$ cat config.mk
export PLATFORM = sky130hd
export DESIGN_NAME = reset_sequencer
export DESIGN_NICKNAME = d
export VERILOG_FILES = /design/src/rtl/reset_sequencer.sv
export SDC_FILE = /design/constraint.sdc
export NUM_CORES = 1
export LEC_CHECK = 0
export ABC_AREA = 1
export CAP_MARGIN = 20
export CORE_MARGIN = 3
export CORE_UTILIZATION = 56
export CTS_CLUSTER_SIZE = 20
export DETAILED_ROUTE_END_ITERATION = 8
export PLACE_DENSITY = 0.85
export SLEW_MARGIN = 0
export SYNTH_ARGS = -nofsm -noshare
export SYNTH_HDL_FRONTEND = slang
export SYNTH_SLANG_ARGS = --single-unit
$ cat constraint.sdc
create_clock -name clk_i -period 1.91 [get_ports clk_i]
set_input_delay 0.4775 -clock clk_i [delete_from_list [all_inputs] [get_ports clk_i]]
set_output_delay 0.4775 -clock clk_i [all_outputs]
set_load 0.05 [all_outputs]
$ cat src/rtl/reset_sequencer.sv
// reset_sequencer
//   Power-on / reset controller. Qualifies the PLL lock flags, debounces the
//   board reset button, accepts a software reset request and releases the
//   reset domains one after another. Any lock loss, button press or software
//   request while releasing or running puts every domain back into reset for
//   a fixed hold period before lock qualification starts again.
//
// Ports
//   clk_i            free-running board clock
//   reset_i          synchronous active-high reset
//   lock_i           PLL lock flags (asynchronous, synchronised here)
//   button_n_i       board reset button, active-low (asynchronous, debounced)
//   sw_reset_i       single-cycle synchronous software reset request
//   reset_n_o        active-low domain resets, bit 0 released first
//   ready_o          high only while all domains are running
//   state_o          0 WAIT_LOCK, 1 RELEASE, 2 RUN, 3 HOLD
//   lock_loss_cnt_o  saturating count of lock-loss aborts
module reset_sequencer #(
    parameter int NUM_LOCKS       = 2,
    parameter int NUM_STAGES      = 3,
    parameter int STAGE_DELAY     = 16,
    parameter int LOCK_FILTER     = 64,
    parameter int DEBOUNCE_CYCLES = 1024
) (
    input  logic                  clk_i,
    input  logic                  reset_i,
    input  logic [NUM_LOCKS-1:0]  lock_i,
    input  logic                  button_n_i,
    input  logic                  sw_reset_i,
    output logic [NUM_STAGES-1:0] reset_n_o,
    output logic                  ready_o,
    output logic [1:0]            state_o,
    output logic [7:0]            lock_loss_cnt_o
);

    // One counter serves the lock filter, the stage delay and the hold time.
    localparam int CNT_MAX = (LOCK_FILTER > STAGE_DELAY) ? LOCK_FILTER : STAGE_DELAY;
    localparam int CNT_W   = (CNT_MAX > 1) ? $clog2(CNT_MAX) : 1;
    localparam int DB_W    = (DEBOUNCE_CYCLES > 1) ? $clog2(DEBOUNCE_CYCLES) : 1;
    localparam int IDX_W   = (NUM_STAGES > 1) ? $clog2(NUM_STAGES) : 1;

    localparam logic [CNT_W-1:0] FILTER_LAST = CNT_W'(LOCK_FILTER - 1);
    localparam logic [CNT_W-1:0] DELAY_LAST  = CNT_W'(STAGE_DELAY - 1);
    localparam logic [DB_W-1:0]  DB_LAST     = DB_W'(DEBOUNCE_CYCLES - 1);
    localparam logic [IDX_W-1:0] IDX_LAST    = IDX_W'(NUM_STAGES - 1);

    typedef enum logic [1:0] {
        WAIT_LOCK = 2'd0,
        RELEASE   = 2'd1,
        RUN       = 2'd2,
        HOLD      = 2'd3
    } state_t;

    // ------------------------------------------------------------------
    // Input synchronisers and button debounce
    // ------------------------------------------------------------------
    logic [NUM_LOCKS-1:0] lock_meta;
    logic [NUM_LOCKS-1:0] lock_sync;
    logic                 button_meta;
    logic                 button_sync;
    logic                 button_level;
    logic [DB_W-1:0]      db_cnt;

    always_ff @(posedge clk_i) begin
        if (reset_i) begin
            lock_meta    <= '0;
            lock_sync    <= '0;
            button_meta  <= 1'b0;
            button_sync  <= 1'b0;
            button_level <= 1'b1;
            db_cnt       <= '0;
        end else begin
            lock_meta   <= lock_i;
            lock_sync   <= lock_meta;
            button_meta <= button_n_i;
            button_sync <= button_meta;
            // The level flips on the edge that sees the DEBOUNCE_CYCLES-th
            // consecutive differing sample.
            if (button_sync == button_level) begin
                db_cnt <= '0;
            end else if (db_cnt == DB_LAST) begin
                button_level <= button_sync;
                db_cnt       <= '0;
            end else begin
                db_cnt <= db_cnt + 1'b1;
            end
        end
    end

    logic locks_ok;
    logic pressed;
    logic abort;

    assign locks_ok = &lock_sync;
    assign pressed  = ~button_level;
    assign abort    = ~locks_ok | pressed | sw_reset_i;

    // ------------------------------------------------------------------
    // Sequencer FSM
    // ------------------------------------------------------------------
    state_t                state_q;
    state_t                state_d;
    logic [CNT_W-1:0]      cnt_q;
    logic [CNT_W-1:0]      cnt_d;
    logic [IDX_W-1:0]      idx_q;
    logic [IDX_W-1:0]      idx_d;
    logic [NUM_STAGES-1:0] rst_n_d;
    logic                  ready_d;
    logic [7:0]            loss_d;

    always_ff @(posedge clk_i) begin
        if (reset_i) begin
            state_q         <= WAIT_LOCK;
            cnt_q           <= '0;
            idx_q           <= '0;
            reset_n_o       <= '0;
            ready_o         <= 1'b0;
            lock_loss_cnt_o <= '0;
        end else begin
            state_q         <= state_d;
            cnt_q           <= cnt_d;
            idx_q           <= idx_d;
            reset_n_o       <= rst_n_d;
            ready_o         <= ready_d;
            lock_loss_cnt_o <= loss_d;
        end
    end

    always_comb begin
        state_d = state_q;
        cnt_d   = cnt_q;
        idx_d   = idx_q;
        rst_n_d = reset_n_o;
        loss_d  = lock_loss_cnt_o;

        case (state_q)
            WAIT_LOCK: begin
                rst_n_d = '0;
                if (locks_ok && !pressed && !sw_reset_i) begin
                    if (cnt_q == FILTER_LAST) begin
                        state_d = RELEASE;
                        cnt_d   = '0;
                        idx_d   = '0;
                    end else begin
                        cnt_d = cnt_q + 1'b1;
                    end
                end else begin
                    cnt_d = '0;
                end
            end

            RELEASE, RUN: begin
                if (state_q == RUN) begin
                    rst_n_d = '1;
                end
                // Abort is checked first so that it beats a coinciding
                // stage release.
                if (abort) begin
                    state_d = HOLD;
                    cnt_d   = '0;
                    rst_n_d = '0;
                    if (!locks_ok && lock_loss_cnt_o != 8'hFF) begin
                        loss_d = lock_loss_cnt_o + 8'd1;
                    end
                end else if (state_q == RELEASE) begin
                    if (cnt_q == DELAY_LAST) begin
                        cnt_d = '0;
                        for (int unsigned k = 0; k < NUM_STAGES; k++) begin
                            if (k == 32'(idx_q)) begin
                                rst_n_d[k] = 1'b1;
                            end
                        end
                        if (idx_q == IDX_LAST) begin
                            state_d = RUN;
                        end else begin
                            idx_d = idx_q + 1'b1;
                        end
                    end else begin
                        cnt_d = cnt_q + 1'b1;
                    end
                end
            end

            HOLD: begin
                rst_n_d = '0;
                if (cnt_q == DELAY_LAST) begin
                    state_d = WAIT_LOCK;
                    cnt_d   = '0;
                end else begin
                    cnt_d = cnt_q + 1'b1;
                end
            end

            default: begin
                state_d = WAIT_LOCK;
                cnt_d   = '0;
                rst_n_d = '0;
            end
        endcase

        ready_d = (state_d == RUN);
    end

    assign state_o = state_q;

endmodule
==> flow_metrics.py, run 1 <==
metrics = {
    "outcome": {
        "outcome": "finished, final reports clean",
    },
    "global_route": {
        "grt_first_pass_wirelength_mm": 6.154,
        "grt-ovfl-total": 0,
        "grt_usage_pct": 18.54,
        "grt_pass1_vias": 1495,
        "antenna_found_initial": 0,
        "grt_max_degree": 14,
    },
    "final_layout": {
        "antenna-diode-count": 0,
        "syn_to_final_growth_pct": 15.41,
        "nNetsFinal": 322,
        "design_area_um2": 2286,
        "drive_above_1_share_pct": 14.98,
    },
    "floorplan": {
        "ioPinCount": 20,
        "core.rowCount": 20,
        "dieArea_um2": 4286,
        "core_um2": 3203,
        "die_h_um": 65.47,
        "die_w_um": 65.47,
        "start_util_pct": 61.84,
    },
    "synthesis": {
        "synthArstFlopShare_pct": 0,
        "synth_area_leader_cell": "dfxtp_1",
        "synth-seq-cells": 39,
        "synthCells": 280,
        "synth_top_area_share_pct": 39.42,
        "post-synth-top-count-cell": "nand2_1",
        "synthTopCellsByCount": "67 x nand2_1, 41 x nor2_1, 39 x dfxtp_1",
        "synth_edf_count": 0,
        "synthFlopType": "dfxtp_1",
        "yosysSeqAreaShare_pct": 39.42,
        "yosys_warnings": 0,
        "yosys.cell_types.count": 26,
        "synth_nets": 296,
        "synthTopCellsByArea": "dfxtp_1 39%, nand2_1 13%, nor2_1 7.8%",
        "syn-cell-area_um2": 1981,
        "avgSynthCellArea_um2": 7.074,
    },
    "pwr": {
        "leakage_nw": 1.008,
        "switchingPower_w": 0.0006633,
        "seq_power_share_pct": 44.6,
        "p_comb_share_pct": 26.2,
        "internal_power_w": 0.001336,
        "pwr-share-clk_pct": 29.2,
        "p_sw_share_pct": 33.17,
        "p_per_area_nw_per_um2": 874.7,
        "peakVddDrop_v": 0.0004746,
    },
    "placed_design": {
        "postPlaceCellArea_um2": 2200,
        "place_congestion": 0.8574,
        "dp_hpwl_mm": 2.554,
        "port_buffers": 19,
    },
    "min_path": {
        "min_path_cells": 2,
        "min_to": "button_sync$_SDFF_PP0_",
        "hold_path.class": "reg2reg",
        "min_from": "button_meta$_SDFF_PP0_",
    },
    "timing": {
        "slew_viol_final": 0,
        "finalClockSkew_ns": 0.007192,
        "slew_headroom_pct": 79.75,
        "fin_crit_sh_pct": 86.76,
        "rsz0062_at_grt": "no",
        "setup_viol": 0,
        "hold_viol_final": 0,
        "fmax_mhz": 603.4,
        "tightestPinTransition_ns": 0.3019,
        "fin_crit_ns": 1.657,
        "finalSetupTns_ns": 0,
    },
    "setup_path": {
        "criticalPathCategory": "reg2reg",
        "reg2reg_from": "state_o[0]$_SDFF_PP0_",
        "rr_endpoint": "cnt_q[5]$_SDFFE_PP0P_",
        "rrSetupSlack_ns": 0.25,
        "crit_path_start_kind": "register",
        "required_ns": 2.16,
        "end_kind": "register",
        "arrival_ns": 1.91,
        "ff2ff_path_depth": 8,
        "crit_fanout": 9,
    },
    "routing": {
        "dr.pass1.iters": 4,
        "via_per_inst": 4.960,
        "wl_per_cell_um": 10.01,
        "first_iter_violations": 113,
        "route.detailed.drc": 0,
        "ant_nets": 0,
        "wl_mm": 3.513,
        "num_vias": 1741,
    },
    "job": {
        "drv_cap": 0,
    },
    "clock_tree": {
        "cts_buffer_depth": 2,
        "cts_tree": "built",
        "path_clk_slew_ns": 0.12,
        "cts_buffers": 5,
        "cts-resized-gates": 0,
        "clk_latency_ns": 0.35,
        "cts_root_buffer": "clkbuf_4",
        "cts_setup_buffers": 0,
        "cts.sinks": 39,
        "hold_buffers": 0,
        "htree_levels": 2,
    },
}
==> cells in the final DEF (no fill, tap or decap), types with 5 or more instances in the layout <==
cell type	instances
nand2_1	67
nor2_1	41
dfxtp_1	37
inv_1	34
nand3_1	18
a21oi_1	18
buf_4	17
ha_1	10
o21ai_0	8
nand2_2	6
xor2_1	5
nand4_1	5
clkbuf_4	5
clkdlybuf4s50_1	5
==> through the flow <==
| stage | hold WS, ns | std cells | power (W) | utilization (%) | setup WS (ns) |
|---|---|---|---|---|---|
| final | 0.4159 | 351 | 0.001999 | 71.37 | 0.2529 |
| after floorplan | 0.3883 | 280 | 0.001313 | - | 0.1870 |
| after detailed placement | 0.4029 | 343 | 0.001436 | 68.67 | 0.04465 |
| after CTS | 0.4188 | 351 | 0.002016 | 71.37 | 0.2548 |
| after global routing | 0.4424 | 351 | 0.002118 | 71.37 | 0.1338 |
| after global placement | 0.3896 | 343 | 0.001432 | 68.67 | 0.07667 |
==> kinds of logic (layout without fill, tap and decap cells) <==
family / after synthesis / count (layout) / synth area share (%)
AO/OA/AOI/OAI: 28 / 28 / 7.202
XOR/XNOR: 9 / 9 / 3.980
adder cells (fa/ha/maj): 10 / 10 / 6.317
AND/OR/NAND/NOR: 155 / 155 / 35.44
flip-flops: 39 / 39 / 39.42
buffers and inverters: 39 / 66 / 7.643
==> registers in the layout, summed over array words and instances (netlist names) <==
signal,count
button_sync,1
idx_q,2
state_o,2
lock_meta,2
lock_loss_cnt_o,8
button_meta,1
reset_n_o,3
cnt_q,6
db_cnt,10
lock_sync,2
button_level,1
ready_o,1
==> per-layer routing <==
layer,vias up,routed length (µm),GRT usage [%],part of all wire [%]
li1,931,-,-,-
met1,758,1684,23.67,48
met2,41,1571,28.95,45
met3,11,168,5.299,4.8
met4,0,89,8.290,2.5
met5,-,0,0,0
==> worst max-delay path by stage <==
| stage | from | endpoint | slack [ns] | cells past startpoint |
|---|---|---|---|---|
| after global placement | sw_reset_i | cnt_q[5]$_SDFFE_PP0P_ | 0.08 | 9 |
| after detailed placement | sw_reset_i | cnt_q[5]$_SDFFE_PP0P_ | 0.04 | 9 |
| after CTS | state_o[0]$_SDFF_PP0_ | cnt_q[5]$_SDFFE_PP0P_ | 0.25 | 8 |
| after floorplan | state_o[1]$_SDFF_PP0_ | cnt_q[5]$_SDFFE_PP0P_ | 0.19 | 8 |
| after global routing | state_o[0]$_SDFF_PP0_ | cnt_q[5]$_SDFFE_PP0P_ | 0.13 | 8 |
| final | state_o[0]$_SDFF_PP0_ | cnt_q[5]$_SDFFE_PP0P_ | 0.25 | 8 |
==> power by group through the flow <==
stage	clock network [W]	registers [W]	logic (W)
after floorplan	0	0.00102	0.000295
after global placement	0	0.000910	0.000521
final	0.000583	0.000893	0.000523
after detailed placement	0	0.000912	0.000524
after global routing	0.000626	0.000898	0.000594
after CTS	0.000595	0.000893	0.000528
==> worst max-delay path, stage by stage (launching register included) <==
cell,delay (ns)
dfxtp_2,0.41
inv_1,0.08
ha_1,0.30
buf_4,0.18
nand3_4,0.11
nand2_1,0.10
or2_2,0.28
nand2_1,0.06
nor2_1,0.03
==> layout make-up <==
type / instances / area (µm²)
Clock buffer: 6 / 51.30
Clock inverter: 2 / 35.03
Fill cell: 281 / 917.1
Inverter: 36 / 135.1
Multi-Input combinational cell: 202 / 1049
Sequential cell: 39 / 783.3
Tap cell: 44 / 55.05
Timing Repair Buffer: 22 / 177.7
Note: power is estimated with default switching activity, not from simulation.
==> run 2, diff against run 1 <==
Settings changed: SLEW_MARGIN 0 to 20.
==> results of run 2 <==
No change in the layout: final DEF, timing and power equal those of run 1.
==> run 3, diff against run 2 <==
Settings changed: CELL_PAD_IN_SITES_DETAIL_PLACEMENT set to 1, CELL_PAD_IN_SITES_GLOBAL_PLACEMENT set to 1, CORE_UTILIZATION 56 to 40, PLACE_DENSITY 0.85 to 0.84.
==> flow_metrics.py, run 3 (same netlist as run 1, synthesis figures left out) <==
metrics = {
    "routing": {
        "dr.pass1.iters": 4,
        "wl_met1_mm": 2.066,
        "route.detailed.drc": 0,
        "via_per_inst": 4.740,
        "ant_nets": 0,
        "highest_layer": "met4",
        "first_iter_violations": 45,
        "wl_mm": 4.171,
        "num_vias": 1768,
        "wl_met2_mm": 1.939,
        "route.met3.wl_um": 123,
        "wl_per_cell_um": 11.18,
    },
    "pwr": {
        "switchingPower_w": 0.0007088,
        "seq_power_share_pct": 44.8,
        "leakage_nw": 1.006,
        "internal_power_w": 0.001292,
        "p_comb_share_pct": 27.4,
        "peakVddDrop_v": 0.0005871,
        "p_per_area_nw_per_um2": 861.8,
        "pwr-share-clk_pct": 27.9,
        "p_sw_share_pct": 35.42,
    },
    "timing": {
        "setup_viol": 0,
        "hold_viol_final": 0,
        "fin_crit_sh_pct": 88.21,
        "fin_crit_ns": 1.685,
        "rsz0062_at_grt": "no",
        "slew_headroom_pct": 81.41,
        "finalClockSkew_ns": 0.008065,
        "finalSetupTns_ns": 0,
        "slew_viol_final": 0,
        "fmax_mhz": 593.6,
        "tightestPinTransition_ns": 0.2788,
    },
    "floorplan": {
        "ioPinCount": 20,
        "dieArea_um2": 5832,
        "start_util_pct": 43.39,
        "core_um2": 4564,
        "die_h_um": 76.37,
        "die_w_um": 76.37,
        "core.rowCount": 24,
    },
    "clock_tree": {
        "htree_levels": 2,
        "cts.sinks": 39,
        "cts_setup_buffers": 0,
        "clk_latency_ns": 0.29,
        "path_clk_slew_ns": 0.08,
        "cts_buffer_depth": 2,
        "cts_buffers": 5,
        "cts_tree": "built",
        "cts_root_buffer": "clkbuf_8",
        "hold_buffers": 0,
        "cts-resized-gates": 0,
    },
    "setup_path": {
        "arrival_ns": 1.87,
        "crit_fanout": 7,
        "end_kind": "register",
        "crit_path_start_kind": "register",
        "required_ns": 2.09,
        "criticalPathCategory": "reg2reg",
    },
    "final_layout": {
        "top_regs": "db_cnt x10, lock_loss_cnt_o x8, cnt_q x6",
        "top_register": "db_cnt",
        "nNetsFinal": 323,
        "final_common_cell": "nand2_1",
        "syn_to_final_growth_pct": 17.25,
        "nFillCells": 595,
        "design_area_um2": 2322,
        "layout_common_cells": "67 x nand2_1, 41 x nor2_1, 37 x dfxtp_1",
        "final_cells": 373,
        "antenna-diode-count": 0,
        "drive_above_1_share_pct": 15.26,
        "largest_register_ffs": 10,
    },
    "outcome": {
        "outcome": "finished, final reports clean",
    },
    "global_route": {
        "antenna_found_initial": 0,
        "grt_first_pass_wirelength_mm": 7.603,
        "grt_pass1_vias": 1721,
        "grt-ovfl-total": 0,
        "grt_max_degree": 14,
        "grt_usage_pct": 15.86,
    },
    "placed_design": {
        "place_congestion": 0.7620,
        "postPlaceCellArea_um2": 2233,
        "port_buffers": 19,
        "dp_hpwl_mm": 3.175,
        "dpl.cell_count": 365,
    },
    "job": {
        "drv_cap": 0,
    },
    "min_path": {
        "hold_path.class": "reg2reg",
    },
}
run 3: cell count changes in the layout (fill, tap and decap cells not counted):
cell,change
clkbuf_4,-5
clkbuf_8,+4
clkinvlp_4,+2
buf_4,+1
bufinv_16,-1
run 3: power by group through the flow:
stage	Combinational [W]	Sequential, W	Clock [W]
6_report	0.000548	0.000896	0.000558
5_1_grt	0.000617	0.000905	0.000621
4_1_cts	0.000551	0.000896	0.000587
3_5_place_dp	0.000548	0.000915	0
3_3_place_gp	0.000544	0.000914	0
2_1_floorplan	0.000295	0.00102	0
run 3: path summary, 6_finish.rpt:
check	from	to	slack, ns	cells past startpoint
worst min register to register	lock_meta[0]$_SDFF_PP0_	lock_sync[0]$_SDFF_PP0_	0.40	2
worst min-delay path	lock_meta[0]$_SDFF_PP0_	lock_sync[0]$_SDFF_PP0_	0.40	2
worst max register to register	state_o[0]$_SDFF_PP0_	cnt_q[5]$_SDFFE_PP0P_	0.23	8
worst max-delay path	state_o[0]$_SDFF_PP0_	cnt_q[5]$_SDFFE_PP0P_	0.23	8
run 3: critical path, cell delays in order, from the launching register on:
cell and delay [ns]:
dfxtp_2 0.40, inv_1 0.08, ha_1 0.33, buf_4 0.17
nand3_4 0.11, nand2_1 0.10, or2_2 0.28, nand2_1 0.07
nor2_1 0.03
run 3: final cells by class:
class | instances | area [µm²] | area share (%)
Clock buffer | 5 | 68.82 | 2.963
Multi-Input combinational cell | 202 | 1049 | 45.15
Tap cell | 65 | 81.33 | 3.502
Sequential cell | 39 | 783.3 | 33.73
Inverter | 36 | 135.1 | 5.819
Clock inverter | 3 | 20.02 | 0.8621
Timing Repair Buffer | 23 | 185.2 | 7.974
run 3: routing by layer:
metal	global-route usage (%)	vias up
met4	5.978	0
li1	-	929
met5	0	-
met1	20.04	812
met2	26.54	23
met3	3.191	4
run 3: metrics by stage:
step	setup slack (ns)	utilization [%]	power (W)	hold slack (ns)
2_1_floorplan	0.1870	-	0.001313	0.3883
3_3_place_gp	0.08530	48.93	0.001457	0.3900
3_5_place_dp	0.05539	48.93	0.001463	0.3987
4_1_cts	0.2086	50.88	0.002035	0.4071
5_1_grt	0.03978	50.88	0.002144	0.4563
6_report	0.2253	50.88	0.002001	0.4035
